<file path="src/rtl/proc_stream_sequencer_pkg.sv">
// Shared constants, FSM encoding and a width helper for the stream sequencer.
// Latency: n/a (declarations only).
// Backpressure: n/a.
package proc_stream_sequencer_pkg;

    localparam int DEF_DATA_W = 36;
    localparam int DEF_ADDR_W = 6;
    localparam int DEF_BX_W   = 2;

    typedef enum logic [1:0] {
        IDLE  = 2'd0,
        SCAN  = 2'd1,
        DRAIN = 2'd2
    } state_e;

    // Bits needed to hold values 0..v-1 (minimum 1).
    function automatic int clog2(input int v);
        int r;
        r = 0;
        while ((1 << r) < v) r++;
        return (r == 0) ? 1 : r;
    endfunction

endpackage

</file>
<file path="src/rtl/proc_stream_sequencer_arbiter.sv">
// Priority search: lowest non-empty channel at or after from_i, plus none-left flag.
// Latency: combinational.
// Backpressure: none; pure function of its inputs.
// Ports: nz_i (per-channel non-empty mask), from_i (search start, may be N_IN),
//        next_o (selected channel), none_o (no channel at or after from_i).
module seq_chan_arbiter #(
    parameter int N_IN = 6,
    parameter int CH_W = 4
) (
    input  logic [N_IN-1:0] nz_i,
    input  logic [CH_W:0]   from_i,
    output logic [CH_W:0]   next_o,
    output logic            none_o
);

    // Descending scan so the lowest qualifying channel is written last.
    always_comb begin
        next_o = '0;
        none_o = 1'b1;
        for (int c = N_IN - 1; c >= 0; c--) begin
            if (nz_i[c] && (c >= int'(from_i))) begin
                next_o = (CH_W + 1)'(c);
                none_o = 1'b0;
            end
        end
    end

endmodule

</file>
<file path="src/rtl/proc_stream_sequencer.sv">
// Per event, reads every valid entry from N_IN memories and merges them into one tagged stream.
// Latency: LAT cycles from read_en to valid; one word per cycle; done_pulse one cycle after last valid.
// Backpressure: en_proc low holds the read issue; reads already in flight still emerge.
// Ports: clk/reset (sync active-high), en_proc, start (event tag), number_in (per-channel counts),
//        read_add/read_en/input_data (memory side), output_data/output_chan/valid (stream),
//        done/done_pulse/truncated (event status).
module proc_stream_sequencer
    import proc_stream_sequencer_pkg::*;
#(
    parameter int N_IN      = 6,
    parameter int DATA_W    = DEF_DATA_W,
    parameter int ADDR_W    = DEF_ADDR_W,
    parameter int BX_W      = DEF_BX_W,
    parameter int LAT       = 2,
    parameter int MAX_READS = 108,
    parameter int CH_W      = 4
) (
    input  logic                          clk,
    input  logic                          reset,
    input  logic                          en_proc,
    input  logic [BX_W-1:0]               start,
    input  logic [N_IN*(ADDR_W+1)-1:0]    number_in,
    output logic [N_IN*(BX_W+ADDR_W)-1:0] read_add,
    output logic [N_IN-1:0]               read_en,
    input  logic [N_IN*DATA_W-1:0]        input_data,
    output logic [DATA_W-1:0]             output_data,
    output logic [CH_W-1:0]               output_chan,
    output logic                          valid,
    output logic [BX_W-1:0]               done,
    output logic                          done_pulse,
    output logic                          truncated
);

    localparam int CW   = ADDR_W + 1;
    localparam int AW   = BX_W + ADDR_W;
    localparam int RD_W = clog2(MAX_READS + 1);

    state_e                state_q;
    logic [BX_W-1:0]       start_q, tag_q, done_q;
    logic [CW-1:0]         cnt_q [N_IN];
    logic [CH_W:0]         chan_q;       // one extra bit so "past the last channel" is representable
    logic [CW-1:0]         idx_q;
    logic [RD_W-1:0]       reads_q;
    logic [N_IN-1:0]       read_en_q;
    logic [N_IN*AW-1:0]    read_add_q;
    logic [CH_W-1:0]       rd_ch_q;
    logic [LAT-1:0]        pipe_vld_q;
    logic [CH_W-1:0]       pipe_ch_q [LAT];
    logic                  done_pulse_q, trunc_q;

    logic [CW-1:0]         num_c [N_IN];
    logic [N_IN-1:0]       nz;
    logic [CH_W:0]         arb_ch;
    logic                  none_left;
    logic [CW-1:0]         cur_cnt, idx_d;
    logic [RD_W-1:0]       reads_d;
    logic                  last_of_ch, more_after, budget_hit, pend, evt;

    assign evt = (start != start_q);

    // Clamp incoming counts to the page depth.
    always_comb begin
        for (int c = 0; c < N_IN; c++) begin
            num_c[c] = number_in[c*CW +: CW];
            if (num_c[c] > CW'(2**ADDR_W)) num_c[c] = CW'(2**ADDR_W);
            nz[c] = (cnt_q[c] != '0);
        end
    end

    seq_chan_arbiter #(.N_IN(N_IN), .CH_W(CH_W)) u_arb (
        .nz_i   (nz),
        .from_i (chan_q),
        .next_o (arb_ch),
        .none_o (none_left)
    );

    always_comb begin
        cur_cnt    = '0;
        more_after = 1'b0;
        for (int c = 0; c < N_IN; c++) begin
            if (int'(arb_ch) == c) cur_cnt = cnt_q[c];
            if ((c > int'(arb_ch)) && nz[c]) more_after = 1'b1;
        end
        idx_d      = idx_q + CW'(1);
        reads_d    = reads_q + RD_W'(1);
        last_of_ch = (idx_d == cur_cnt);
        budget_hit = (reads_d == RD_W'(MAX_READS));
    end

    // Anything that will still produce a valid after the current cycle.
    always_comb begin
        pend = |read_en_q;
        for (int i = 0; i < LAT - 1; i++) pend = pend | pipe_vld_q[i];
    end

    always_ff @(posedge clk) begin
        if (reset) begin
            state_q      <= IDLE;
            start_q      <= start;
            tag_q        <= '0;
            done_q       <= '0;
            chan_q       <= '0;
            idx_q        <= '0;
            reads_q      <= '0;
            read_en_q    <= '0;
            read_add_q   <= '0;
            rd_ch_q      <= '0;
            pipe_vld_q   <= '0;
            done_pulse_q <= 1'b0;
            trunc_q      <= 1'b0;
            for (int c = 0; c < N_IN; c++) cnt_q[c] <= '0;
            for (int i = 0; i < LAT; i++) pipe_ch_q[i] <= '0;
        end else begin
            read_en_q    <= '0;
            done_pulse_q <= 1'b0;
            trunc_q      <= 1'b0;
            start_q      <= start;

            pipe_vld_q[0] <= |read_en_q;
            pipe_ch_q[0]  <= rd_ch_q;
            for (int i = 1; i < LAT; i++) begin
                pipe_vld_q[i] <= pipe_vld_q[i-1];
                pipe_ch_q[i]  <= pipe_ch_q[i-1];
            end

            case (state_q)
                SCAN: begin
                    if (none_left) begin
                        state_q <= DRAIN;
                    end else if (en_proc && !evt) begin
                        for (int c = 0; c < N_IN; c++) begin
                            read_en_q[c] <= (int'(arb_ch) == c);
                            if (int'(arb_ch) == c)
                                read_add_q[c*AW +: AW] <= {tag_q, idx_q[ADDR_W-1:0]};
                        end
                        rd_ch_q <= arb_ch[CH_W-1:0];
                        reads_q <= reads_d;
                        if (last_of_ch) begin
                            chan_q <= arb_ch + (CH_W + 1)'(1);
                            idx_q  <= '0;
                        end else begin
                            chan_q <= arb_ch;
                            idx_q  <= idx_d;
                        end
                        if (budget_hit) begin
                            state_q <= DRAIN;
                            trunc_q <= !last_of_ch || more_after;
                        end
                    end
                end
                DRAIN: begin
                    if (!pend) begin
                        done_q       <= tag_q;
                        done_pulse_q <= 1'b1;
                        state_q      <= IDLE;
                    end
                end
                default: ;
            endcase

            // New event; an unfinished one is aborted, but completion on this cycle wins.
            if (evt) begin
                if (state_q == SCAN || (state_q == DRAIN && pend)) begin
                    trunc_q      <= 1'b1;
                    done_q       <= tag_q;
                    done_pulse_q <= 1'b1;
                end
                tag_q   <= start;
                chan_q  <= '0;
                idx_q   <= '0;
                reads_q <= '0;
                state_q <= SCAN;
                for (int c = 0; c < N_IN; c++) cnt_q[c] <= num_c[c];
            end
        end
    end

    always_comb begin
        output_data = '0;
        for (int c = 0; c < N_IN; c++) begin
            if (pipe_vld_q[LAT-1] && (int'(pipe_ch_q[LAT-1]) == c))
                output_data = input_data[c*DATA_W +: DATA_W];
        end
    end

    assign output_chan = pipe_vld_q[LAT-1] ? pipe_ch_q[LAT-1] : '0;
    assign valid       = pipe_vld_q[LAT-1];
    assign read_en     = read_en_q;
    assign read_add    = read_add_q;
    assign done        = done_q;
    assign done_pulse  = done_pulse_q;
    assign truncated   = trunc_q;

endmodule
</file>
<file path="config.mk">
export PLATFORM = sky130hd
export DESIGN_NAME = proc_stream_sequencer
export DESIGN_NICKNAME = d
export VERILOG_FILES = /design/src/rtl/proc_stream_sequencer_pkg.sv /design/src/rtl/proc_stream_sequencer_arbiter.sv /design/src/rtl/proc_stream_sequencer.sv
export SDC_FILE = /design/constraint.sdc
export NUM_CORES = 1
export LEC_CHECK = 0
export BUFFER_PORTS_ARGS = -buffer_cell sky130_fd_sc_hd__clkbuf_2
export CORE_AREA = 2 2 139 141
export CTS_BUF_LIST = sky130_fd_sc_hd__clkbuf_8
export CTS_CLUSTER_SIZE = 20
export DETAILED_ROUTE_END_ITERATION = 10
export DIE_AREA = 0 0 141 143
export GPL_TIMING_DRIVEN = 0
export PLACE_DENSITY = 0.8
export SETUP_SLACK_MARGIN = 0.5
export SYNTH_ARGS = -nofsm -noshare
export SYNTH_HDL_FRONTEND = slang
export SYNTH_SLANG_ARGS = --single-unit
</file>
<file path="constraint.sdc">
create_clock -name clk -period 4.87 [get_ports clk]
set_input_delay 0.487 -clock clk [delete_from_list [all_inputs] [get_ports clk]]
set_output_delay 0.487 -clock clk [all_outputs]
set_load 0.03 [all_outputs]
</file>
==> results by group, run 1 <==
Synth
  • Syn. warnings: 0
  • Cells after Synth: 837
  • Post-synthesis cell area: ~7400 um^2
  • Netlist cell types: 66
  • Syn avg cell area: 8.821 um^2
  • Syn nets: 1107
  • Post-synth EDFFs: 42
  • Fraction of registers with async set/reset: 0%
  • Sequential cell area fraction in the yosys report: 42.30%
  • Top FF cell, synth: dfxtp_1
  • Flops & latches, synth: 135

Timing
  • Peak Freq: approximately 230 MHz
  • Layout Skew: 0.02097 ns
  • Final period util: 90.11%
  • Worst-Margin Slew: 1.098 ns
  • Fin Setup TNS: 0 ns
  • Final setup viols: 0
  • Max-slew violations: 0
  • RSZ-0062 raised after global routing: true
  • Min Clock Period, post-route: 4.388 ns
  • Relative slew slack: 26.21%
  • Final hold vios: 0
  • Setup slack after layout: 0.4817 ns

Clock network
  • CTS H-tree depth: 4
  • TritonCTS Sinks: approximately 140
  • Hold_buf cts: 0
  • CTS tree: built
  • Clock latency on the worst-skew pair: around 0.46 ns
  • TritonCTS Buffers: 17
  • CTS clock-pin slew for the worst setup and hold paths: roughly 0.090 ns
  • Root cell of the clock tree: clkbuf_8
  • Clock Path Buffers: 2

Power and ir drop
  • Maximum VDD drop: 0.2463 mV
  • PD cells: ~270 nW/um^2
  • Leakage power: 0.004693 uW
  • Final total power: 2867 uW

Routing
  • Routed Antenna Nets: 0
  • Vias/cell: 5.751
  • WL/cell: roughly 21 um
  • Final wirelength: 31260 um
  • Drc violations: 0
  • Drt first pass iters: 7
  • Via count: 8638
  • DRT iter0 DRCs: roughly 920

Die
  • Core Region: 18580 um^2
  • Die Area: roughly 20000 um^2
  • DIE HEIGHT: 143 um
  • Initial core utilization: 39.74%
  • # IOs: 362
  • Row cnt: 50
  • Die X: approximately 140 um

Status
  • Outcome: complete, no violations

Finish
  • Nets: 1521
  • Layout area overhead: 41.86%
  • Most frequent cells in the layout: 363 x clkbuf_2, 107 x nor2_1, 93 x dfxtp_1
  • Most common cell after layout, fill and taps aside: clkbuf_2
  • Filler cells: 1662
  • Fraction of layout instances using a drive strength above 1: 38.84%

Setup path
  • Top cell by count, worst path: buf_6
  • Crit Path Max Fanout: 7
  • Arr. time, crit path: 4.75 ns
  • CP cell instances: or4_4 -> o41ai_4 -> o21ai_1 -> a21boi_2 -> nor2_2 -> inv_2 -> ha_4 -> buf_8 -> clkinvlp_4 -> buf_6 -> a31oi_4 -> xor3_1 -> o22ai_1 -> a21oi_1 -> a222oi_1 -> nand3_2 -> buf_6 -> mux2i_1 -> a211oi_1
  • Delay of the slowest critical-path stage: 0.57 ns
  • Reg2Reg Setup Slack: 0.48 ns
  • CP Launch Type: register
  • Worst r2r src: cnt_q[3][4]$_SDFFCE_PN0P_
  • Crit Path Class: reg -> reg
  • Setup crit start: cnt_q[3][4]$_SDFFCE_PN0P_
  • Worst EP required: roughly 5.2 ns
  • Slowest cell on the critical path: or4_4
  • Crit end category: register

Global route
  • Total congestion overflow: 0
  • Initial antenna violation count: 6
  • First-pass GRT wire length: 44570 um
  • Largest net degree at the start of global routing: slightly above 40
  • Vias in the first global route: 8023
  • Gr usage total: 29.05%

Min path
  • Hold Startpoint: start[1]
  • Hold crit path type: in -> reg

Place
  • DP HPWL: 24350 um
  • Placer Congestion: 0.9840
  • Port Buf Inserts: 360
  • Pre-CTS WS: -0.2182 ns

Flow run
  • Max Cap Viol: 0
## cells by family after synthesis
family / share of synthesized area [%]
DFF: 42.30
muxes: 5.152
other: 0.05079
adders and majority gates: 1.186
and+or+nand+nor: 22.67
AOI/OAI and AO/OA: 22.37
buffers and inverters: 4.084
xor gates and xnor gates: 2.186
## where the power goes
group | switching [uW] | internal (uW) | total, uW
Clock | 457 | 526 | 983
Combinational | 343 | 304 | 647
Sequential | 34.4 | 1200 | 1240
Total | 834 | 2030 | 2870
## critical path: cells and delay by family (launching register included)
family,cells,cell delay [ns]
AOI/OAI and AO/OA,8,1.70
muxes,1,0.13
buffers and inverters,5,0.82
xor gates and xnor gates,1,0.24
DFF,1,0.41
and+or+nand+nor,3,0.87
adders and majority gates,1,0.16
## metrics by stage
step,hold slack (ns),std cells,util (%),area (um^2)
after floorplan,0.4138,837,-,7383
after global placement,0.4227,1431,51.01,9478
after detailed placement,0.4299,1432,51.12,9499
after CTS,0.1495,1478,54.59,10140
after global routing,0.1546,1499,56.33,10470
final,0.1673,1502,56.37,10470
## state kept, by name (all words and copies together), names as in the netlist
register / count
cnt_q: 42
chan_q: 4
read_en: 6
done_pulse: 1
pipe_vld_q: 2
start_q: 2
rd_ch_q: 3
done: 2
idx_q: 7
truncated: 1
read_add: 48
tag_q: 2
pipe_ch_q: 6
state_q: 2
reads_q: 7
## synth_stat cells, drive strengths merged, types with 9 or more instances
cell type,count,share of area [%]
a21oi,44,3.0
a222oi,27,3.7
a22oi,52,5.3
a31oi,30,2.5
and2,49,4.2
buf,9,0.83
clkbuf,52,2.6
dfxtp,93,25
edfxtp,42,17
inv,12,0.61
mux2i,38,5.2
nand2,76,3.9
nand3,28,1.9
nor2,114,5.9
nor2b,12,1.0
nor3,16,1.1
nor4,13,1.1
o21ai,18,1.2
## what timing repair did
action                                 in CTS  in global routing
gates resized for setup                    38                 41
buffers inserted                           13                 20
endpoints found under the hold margin       0                  0
gates cloned                                1                  0
setup endpoints to repair                  13                 11
pin swaps                                   9                 22
## final timing paths
check,to,cells after the start
max,chan_q[1]$_SDFFE_PP0P_,19
min,start_q[1]$_DFF_P_,1
max reg2reg,chan_q[1]$_SDFFE_PP0P_,19
min reg2reg,pipe_ch_q[0][4]$_SDFF_PP0_,1
## per-layer routing
layer | GRT usage (%) | routed length (um)
met4 | 11.05 | 1141
met1 | 35.15 | 11970
met5 | 0 | 13
met2 | 49.60 | 15120
met3 | 7.814 | 3014
## layout make-up
| class | instances | area, um^2 | area share, % |
|---|---|---|---|
| Tap cell | 234 | 292.8 | 2.795 |
| Multi-Input combinational cell | 629 | 4159 | 39.71 |
| Buffer | 61 | 302.8 | 2.891 |
| Inverter | 12 | 48.80 | 0.4659 |
| Clock buffer | 18 | 247.7 | 2.365 |
| Sequential cell | 135 | 3123 | 29.82 |
| Clock inverter | 14 | 170.2 | 1.625 |
| Antenna cell | 4 | 10.01 | 0.09557 |
| Timing Repair Buffer | 395 | 2120 | 20.24 |
(Power assumes the default switching activity.)
==> run 2: changes to the inputs <==
--- a/config.mk
+++ b/config.mk
@@ -6,14 +6,15 @@
 export NUM_CORES = 1
 export LEC_CHECK = 0
 export BUFFER_PORTS_ARGS = -buffer_cell sky130_fd_sc_hd__clkbuf_2
-export CORE_AREA = 2 2 139 141
+export CORE_AREA = 2 2 141 143
 export CTS_BUF_LIST = sky130_fd_sc_hd__clkbuf_8
 export CTS_CLUSTER_SIZE = 20
 export DETAILED_ROUTE_END_ITERATION = 10
-export DIE_AREA = 0 0 141 143
+export DIE_AREA = 0 0 143 145
 export GPL_TIMING_DRIVEN = 0
-export PLACE_DENSITY = 0.8
+export PLACE_DENSITY = 0.79
 export SETUP_SLACK_MARGIN = 0.5
 export SYNTH_ARGS = -nofsm -noshare
 export SYNTH_HDL_FRONTEND = slang
+export SYNTH_HIERARCHICAL = 1
 export SYNTH_SLANG_ARGS = --single-unit
==> run 2 against run 1 <==
Effect of this change:
- hold slack improved by 0.0057 ns
- flip-flop and latch count increased by 4
- via count decreased by 0.54%
- global-route usage decreased by 0.64 points
- sequential share of layout area increased by 1.5 points
- critical path type unchanged
- total power decreased by 6.8%
- worst setup slack improved by 0.24 ns
==> results by group, run 2 <==
Status
  • Outcome: complete, no violations

Place
  • DP HPWL: 24650 um (+1.2%)
  • Placed instance area: 9752 um^2 (+2.7%)
  • Placer Congestion: 0.9684 (-1.6%)
  • Cell total after placement: 1524 (+6.4%)
  • Port Buf Inserts: 361 (+0.28%)

Setup path
  • Worst r2r path cells: 16 (-3)
  • Worst r2r src: cnt_q[4][4]$_SDFFCE_PN0P_
  • FF-to-FF End: chan_q[3]$_SDFFE_PP0P_
  • Crit end category: register
  • Arr. time, crit path: 4.52 ns (-0.23 ns)
  • Slowest cell on the critical path: or4_1
  • Reg2Reg Setup Slack: 0.72 ns (+0.24 ns)
  • Crit Path Max Fanout: 10 (+3)
  • CP cell instances: nor4_2 -> nand2_1 -> inv_1 -> o2111ai_1 -> a211oi_4 -> inv_2 -> ha_1 -> buf_2 -> clkbuf_4 -> nor3b_1 -> o21ai_0 -> o211ai_1 -> xnor2_1 -> nand3_2 -> or4_1 -> a31oi_1
  • Delay of the slowest critical-path stage: 0.53 ns (-0.04 ns)
  • Crit Path Class: reg -> reg
  • CP Launch Type: register
  • Worst EP required: 5.25 ns (about the same)

Power and ir drop
  • Leakage power: 0.004503 uW (-4.0%)
  • Maximum VDD drop: 0.2744 mV (+11%)
  • Final total power: 2671 uW (-6.8%)
  • PD cells: 260.9 nW/um^2 (-4.7%)

Clock network
  • Clock Path Buffers: 2 (unchanged)
  • CTS H-tree depth: 4 (unchanged)
  • CTS clock-pin slew for the worst setup and hold paths: 0.09 ns (about the same)
  • Clock latency on the worst-skew pair: 0.46 ns (about the same)
  • TritonCTS Sinks: 139 (+3.0%)
  • Root cell of the clock tree: clkbuf_8
  • Hold_buf cts: 0 (unchanged)
  • CTS tree: built
  • TritonCTS Buffers: 17 (unchanged)

Synth
  • Top FF cell, synth: dfxtp_1
  • Cells after Synth: 895 (+6.9%)
  • Syn avg cell area: 8.463 um^2 (-4.1%)
  • Count leader, synth: dfxtp_1
  • Post-synth EDFFs: 42 (unchanged)
  • Syn. warnings: 6 (+6)
  • Area contributors post-synth: dfxtp_1 26%, edfxtp_1 17%, mux2i_1 5.7%
  • Fraction of registers with async set/reset: 0% (unchanged)
  • Post-synthesis cell area: 7575 um^2 (+2.6%)
  • Flops & latches, synth: 139 (+3.0%)
  • Netlist cell types: 65 (-1.5%)
  • Sequential cell area fraction in the yosys report: 42.29% (about the same)
  • Top cells by instance count after synthesis: 97 x dfxtp_1, 96 x nand2_1, 88 x nor2_1
  • Yosys top cell area share: 25.64% (+0.42 points)
  • Post-synth top area cell: dfxtp_1

Routing
  • Drt first pass iters: 6 (-1)
  • Via count: 8591 (-0.54%)
  • Vias/cell: 5.507 (-4.2%)
  • Final wirelength: 30810 um (-1.4%)
  • DRT iter0 DRCs: 731 (-20%)
  • Drc violations: 0 (unchanged)
  • WL/cell: 19.75 um (-5.1%)
  • Routed Antenna Nets: 0 (unchanged)

Timing
  • Worst-Margin Slew: 0.9196 ns (-0.1788 ns)
  • Relative slew slack: 37.83% (+12 points)
  • Max-slew violations: 0 (unchanged)
  • Final period util: 85.16% (-4.9 points)
  • Min Clock Period, post-route: 4.147 ns (-0.2409 ns)
  • Worst hold slack: 0.1730 ns (+0.005706 ns)
  • Peak Freq: 241.1 MHz (+5.8%)
  • Fin Setup TNS: 0 ns (unchanged)
  • RSZ-0062 raised after global routing: false
  • Final setup viols: 0 (unchanged)
  • Final hold vios: 0 (unchanged)
  • Layout Skew: 0.01729 ns (-0.003682 ns)

Die
  • Die Area: 20740 um^2 (+2.8%)
  • # IOs: 362 (unchanged)
  • Row cnt: 51 (+2.0%)
  • Die X: 143 um (+1.4%)
  • DIE HEIGHT: 145 um (+1.4%)
  • Initial core utilization: 39.44% (-0.30 points)
  • Core Region: 19210 um^2 (+3.4%)

Finish
  • Fraction of layout instances using a drive strength above 1: 33.28% (-5.6 points)
  • Most frequent cells in the layout: 366 x clkbuf_2, 97 x dfxtp_1, 96 x nand2_1
  • Finished Layout Cells: 1560 (+3.9%)
  • Layout area overhead: 35.15%
  • Most common cell after layout, fill and taps aside: clkbuf_2
  • Flip-flop count of the largest register after layout: 48 (unchanged)
  • Final instance area: 10240 um^2 (-2.3%)
  • Nets: 1548 (+1.8%)
  • Filler cells: 1802 (+8.4%)

Min path
  • Worst hold endpoint: start_q[0]$_DFF_P_
  • Worst Hold Depth: 1 (unchanged)
  • Hold Startpoint: start[0]
  • Hold crit path type: in -> reg

Global route
  • First-pass GRT wire length: 45240 um (+1.5%)
  • Initial antenna violation count: 4 (-2)
  • Largest net degree at the start of global routing: 44 (+7.3%)
  • Gr usage total: 28.40% (-0.64 points)
  • Vias in the first global route: 8131 (+1.3%)
  • Total congestion overflow: 0 (unchanged)

Flow run
  • Max Cap Viol: 0 (unchanged)
-- run 2: final cells by class --
type / count / area [um^2] / area share (%)
Multi-Input combinational cell: 678 / 4123 / 40.27
Sequential cell: 139 / 3203 / 31.29
Timing Repair Buffer: 364 / 1842 / 17.99
Tap cell: 265 / 331.6 / 3.239
Buffer: 69 / 296.5 / 2.897
Clock buffer: 18 / 247.7 / 2.420
Clock inverter: 14 / 148.9 / 1.454
Inverter: 10 / 37.54 / 0.3667
Antenna cell: 3 / 7.507 / 0.07333
-- run 2: where the power goes --
part	switching, uW	internal, uW	total (uW)
Clock	505	438	943
Sequential	31.2	1240	1270
Combinational	267	193	460
-- run 2: critical path, delay by kind of cell, from the launching register on --
family | cells | cell delay [ns]
simple gates | 5 | 1.42
compound gates | 5 | 1.10
buf+inv | 4 | 0.65
flops | 1 | 0.44
fa+ha+maj | 1 | 0.25
xor+xnor | 1 | 0.21
-- run 2: what timing repair did --
action,in CTS,in global routing
buffers inserted,0,1
resized for setup,3,21
pin swaps,0,2
setup endpoints to repair,12,13
-- run 2: how the worst max path moves through the flow --
| stage | start | to | slack (ns) | depth (start not counted) |
|---|---|---|---|---|
| 2_1_floorplan | chan_q[2]$_SDFFE_PP0P_ | chan_q[3]$_SDFFE_PP0P_ | 1.36 | 14 |
| 3_3_place_gp | cnt_q[2][3]$_SDFFCE_PN0P_ | chan_q[1]$_SDFFE_PP0P_ | 0.25 | 17 |
| 3_5_place_dp | cnt_q[2][3]$_SDFFCE_PN0P_ | chan_q[0]$_SDFFE_PP0P_ | 0.26 | 17 |
| 4_1_cts | cnt_q[2][3]$_SDFFCE_PN0P_ | chan_q[3]$_SDFFE_PP0P_ | 0.52 | 15 |
| 5_1_grt | cnt_q[4][4]$_SDFFCE_PN0P_ | chan_q[3]$_SDFFE_PP0P_ | 0.51 | 16 |
| 6_report | cnt_q[4][4]$_SDFFCE_PN0P_ | chan_q[3]$_SDFFE_PP0P_ | 0.72 | 16 |
-- run 2: metrics by stage --
stage / util (%) / setup WS, ns
after floorplan: - / 1.357
after global placement: 50.59 / 0.2527
after detailed placement: 50.77 / 0.2617
after CTS: 52.88 / 0.5218
after global routing: 53.29 / 0.5125
final: 53.30 / 0.7225
-- run 2: cells by family after synthesis --
kind of cell    Yosys count  share of synthesized area [%]
flops                   139                          42.29
simple gates            376                          24.63
other cells               1                        0.04951
compound gates          233                          20.04
mux                      43                          5.682
fa+ha+maj                 6                         0.9911
buf+inv                  79                          4.245
xor+xnor                 18                          2.081
-- run 2: per-layer routing --
layer | part of all wire, % | global-route usage, % | wire length, um | vias up
met5 | 0.042 | 0 | 13 | -
met4 | 3.3 | 11.44 | 1032 | 2
met3 | 9.9 | 7.162 | 3049 | 80
met2 | 47 | 46.91 | 14630 | 471
met1 | 39 | 35.21 | 12090 | 4018
li1 | - | - | - | 4020
==> run 3: changes to the inputs <==
--- a/config.mk
+++ b/config.mk
@@ -13,6 +13,7 @@
 export DIE_AREA = 0 0 143 145
 export GPL_TIMING_DRIVEN = 0
 export PLACE_DENSITY = 0.79
+export REMOVE_ABC_BUFFERS = 1
 export SETUP_SLACK_MARGIN = 0.5
 export SYNTH_ARGS = -nofsm -noshare
 export SYNTH_HDL_FRONTEND = slang
==> run 3 against run 2 <==
Effect of this change:
- total power up 2.8%
- non-clock buffer count is 59 lower
- critical path depth is 2 lower
- via count fell by 3.0%
- combinational power about the same
- cell area is 0.72% lower
- clock power increased by 8%
- worst setup slack worse by 0.033 ns
- sequential power is essentially flat
==> results by group, run 3 (synthesis results as in run 2) <==
Clock network
  • Root cell of the clock tree: clkbuf_8
  • TritonCTS Sinks: 139 (unchanged)
  • Clock latency on the worst-skew pair: 0.46 ns (about the same)
  • CTS tree: built
  • CTS clock-pin slew for the worst setup and hold paths: 0.08 ns (about the same)
  • Clock Path Buffers: 2 (unchanged)
  • CTS H-tree depth: 4 (unchanged)
  • TritonCTS Buffers: 17 (unchanged)

Die
  • DIE HEIGHT: 145 um (unchanged)
  • Row cnt: 51 (unchanged)
  • Die Area: 20740 um^2 (unchanged)
  • Initial core utilization: 39.44% (unchanged)
  • Core Region: 19210 um^2 (unchanged)
  • Die X: 143 um (unchanged)
  • # IOs: 362 (unchanged)

Power and ir drop
  • Maximum VDD drop: 0.2962 mV (+7.9%)
  • Final total power: 2745 uW (+2.8%)
  • Leakage power: 0.004441 uW (-1.4%)
  • PD cells: 270.1 nW/um^2 (+3.5%)

Global route
  • Initial antenna violation count: 4 (unchanged)
  • First-pass GRT wire length: 42020 um (-7.1%)
  • Vias in the first global route: 7865 (-3.3%)
  • Total congestion overflow: 0 (unchanged)
  • Largest net degree at the start of global routing: 77 (+75%)
  • Gr usage total: 26.06% (-2.3 points)

Setup path
  • Crit-path leading delay family: simple AND/OR/NAND/NOR gates
  • Reg2Reg Setup Slack: 0.69 ns (-0.03 ns)
  • Setup crit start: cnt_q[2][3]$_SDFFCE_PN0P_
  • Crit Path Max Fanout: 18 (+8)
  • Delay of the slowest critical-path stage: 0.57 ns (+0.04 ns)
  • Buf/Inv on CP: 1 (-3)
  • CP cell instances: nor4_2 -> nand2_1 -> a21boi_0 -> o21ai_1 -> nor2_2 -> inv_1 -> ha_4 -> nor2b_1 -> a2111oi_0 -> o211ai_1 -> xnor2_1 -> nand3_4 -> or4_1 -> a31oi_1
  • CP Launch Type: register
  • Arr. time, crit path: 4.56 ns (+0.04 ns)
  • Crit Path Class: reg -> reg
  • Worst r2r src: cnt_q[2][3]$_SDFFCE_PN0P_
  • Critical path depth: 14 (-2)
  • FF-to-FF End: chan_q[3]$_SDFFE_PP0P_
  • Worst EP required: 5.25 ns (about the same)
  • Worst r2r path cells: 14 (-2)
  • Slowest cell on the critical path: or4_1
  • Worst setup path endpoint: chan_q[3]$_SDFFE_PP0P_
  • Crit end category: register

Timing
  • Max-slew violations: 0 (unchanged)
  • Layout Skew: 0.01346 ns (-0.003829 ns)
  • RSZ-0062 raised after global routing: false
  • Setup slack after layout: 0.6899 ns (-0.03267 ns)
  • Min Clock Period, post-route: 4.180 ns (+0.03267 ns)
  • Final period util: 85.83% (+0.67 points)
  • Final setup viols: 0 (unchanged)
  • Final hold vios: 0 (unchanged)
  • Worst-Margin Slew: 1.010 ns (+0.09038 ns)
  • Relative slew slack: 32.42% (-5.4 points)
  • Fin Setup TNS: 0 ns (unchanged)
  • Peak Freq: 239.2 MHz (-0.78%)

Routing
  • WL/cell: 19.04 um (-3.6%)
  • DRT iter0 DRCs: 764 (+4.5%)
  • Via count: 8333 (-3.0%)
  • Drt first pass iters: 6 (unchanged)
  • Drc violations: 0 (unchanged)
  • Routed Antenna Nets: 0 (unchanged)
  • Vias/cell: 5.541 (+0.61%)
  • Final wirelength: 28640 um (-7.0%)

Finish
  • Final instance area: 10160 um^2 (-0.72%)
  • Nets: 1489 (-3.8%)
  • Filler cells: 1761 (-2.3%)
  • Flip-flop count of the largest register after layout: 48 (unchanged)
  • Fraction of layout instances using a drive strength above 1: 34.87% (+1.6 points)
  • Most frequent cells in the layout: 360 x clkbuf_2, 96 x nand2_1, 96 x dfxtp_1
  • Layout area overhead: 34.18%
  • Finished Layout Cells: 1504 (-3.6%)
  • Most common cell after layout, fill and taps aside: clkbuf_2

Min path
  • Hold crit path type: in -> reg

Flow run
  • Max Cap Viol: 0 (unchanged)

Place
  • Pre-CTS WS: -0.09566 ns (-0.3573 ns)
  • Cell total after placement: 1460 (-4.2%)
  • Placer Congestion: 0.9620 (-0.66%)
  • Port Buf Inserts: 361 (unchanged)
  • Placed instance area: 9554 um^2 (-2.0%)
  • DP HPWL: 21340 um (-13%)

Status
  • Outcome: complete, no violations
run 3: cell count changes in the layout (fill, tap and decap cells not counted), sizes merged:
cell,previous run,this run
clkbuf,435,380
diode,3,6
bufinv,1,3
clkinvlp,1,0
buf,16,14
inv,20,17
run 3: timing repair:
action / in CTS / in global routing
pin swaps: 1 / 2
hold buffers: 0 / 0
buffers inserted: 1 / 4
setup endpoints to repair: 12 / 5
resized for setup: 10 / 7
run 3: cell type report:
cell class | instances | area [um^2] | area share (%)
Clock inverter | 12 | 157.7 | 1.551
Inverter | 10 | 37.54 | 0.3693
Clock buffer | 20 | 275.3 | 2.708
Timing Repair Buffer | 374 | 1961 | 19.29
Multi-Input combinational cell | 678 | 4182 | 41.14
Sequential cell | 139 | 3204 | 31.53
Antenna cell | 6 | 15.01 | 0.1477
Tap cell | 265 | 331.6 | 3.262
run 3: stage by stage:
stage / hold WS (ns) / util [%]
after CTS: 0.1690 / 52.36
after global routing: 0.1597 / 52.88
after detailed placement: 0.4234 / 49.74
after global placement: 0.4168 / 49.11
final: 0.1773 / 52.92
after floorplan: 0.4138 / -
run 3: report_power, final:
| group | switching (uW) | internal [uW] |
|---|---|---|
| clock network | 462 | 554 |
| registers | 31.8 | 1240 |
| logic | 260 | 201 |
| total | 754 | 1990 |
run 3: how the worst min path moves through the flow:
stage / start / to / slack [ns] / depth (start not counted)
floorplan: pipe_ch_q[0][0]$_SDFF_PP0_ / pipe_ch_q[0][4]$_SDFF_PP0_ / 0.41 / 1
global placement: pipe_ch_q[0][2]$_SDFF_PP0_ / pipe_ch_q[0][6]$_SDFF_PP0_ / 0.42 / 1
detailed placement: pipe_ch_q[0][0]$_SDFF_PP0_ / pipe_ch_q[0][4]$_SDFF_PP0_ / 0.42 / 1
CTS: start[0] / start_q[0]$_DFF_P_ / 0.17 / 1
global route: start[0] / start_q[0]$_DFF_P_ / 0.16 / 1
finish: start[1] / start_q[1]$_DFF_P_ / 0.18 / 1
run 3: per-layer routing:
metal  vias up  global-route usage [%]  part of all wire, %
li1       3900                       -                    -
met1      3873                   31.45                   38
met2       476                   43.88                   48
met3        84                   6.997                  9.9
met4         0                   10.15                  3.8
met5         -                       0                    0
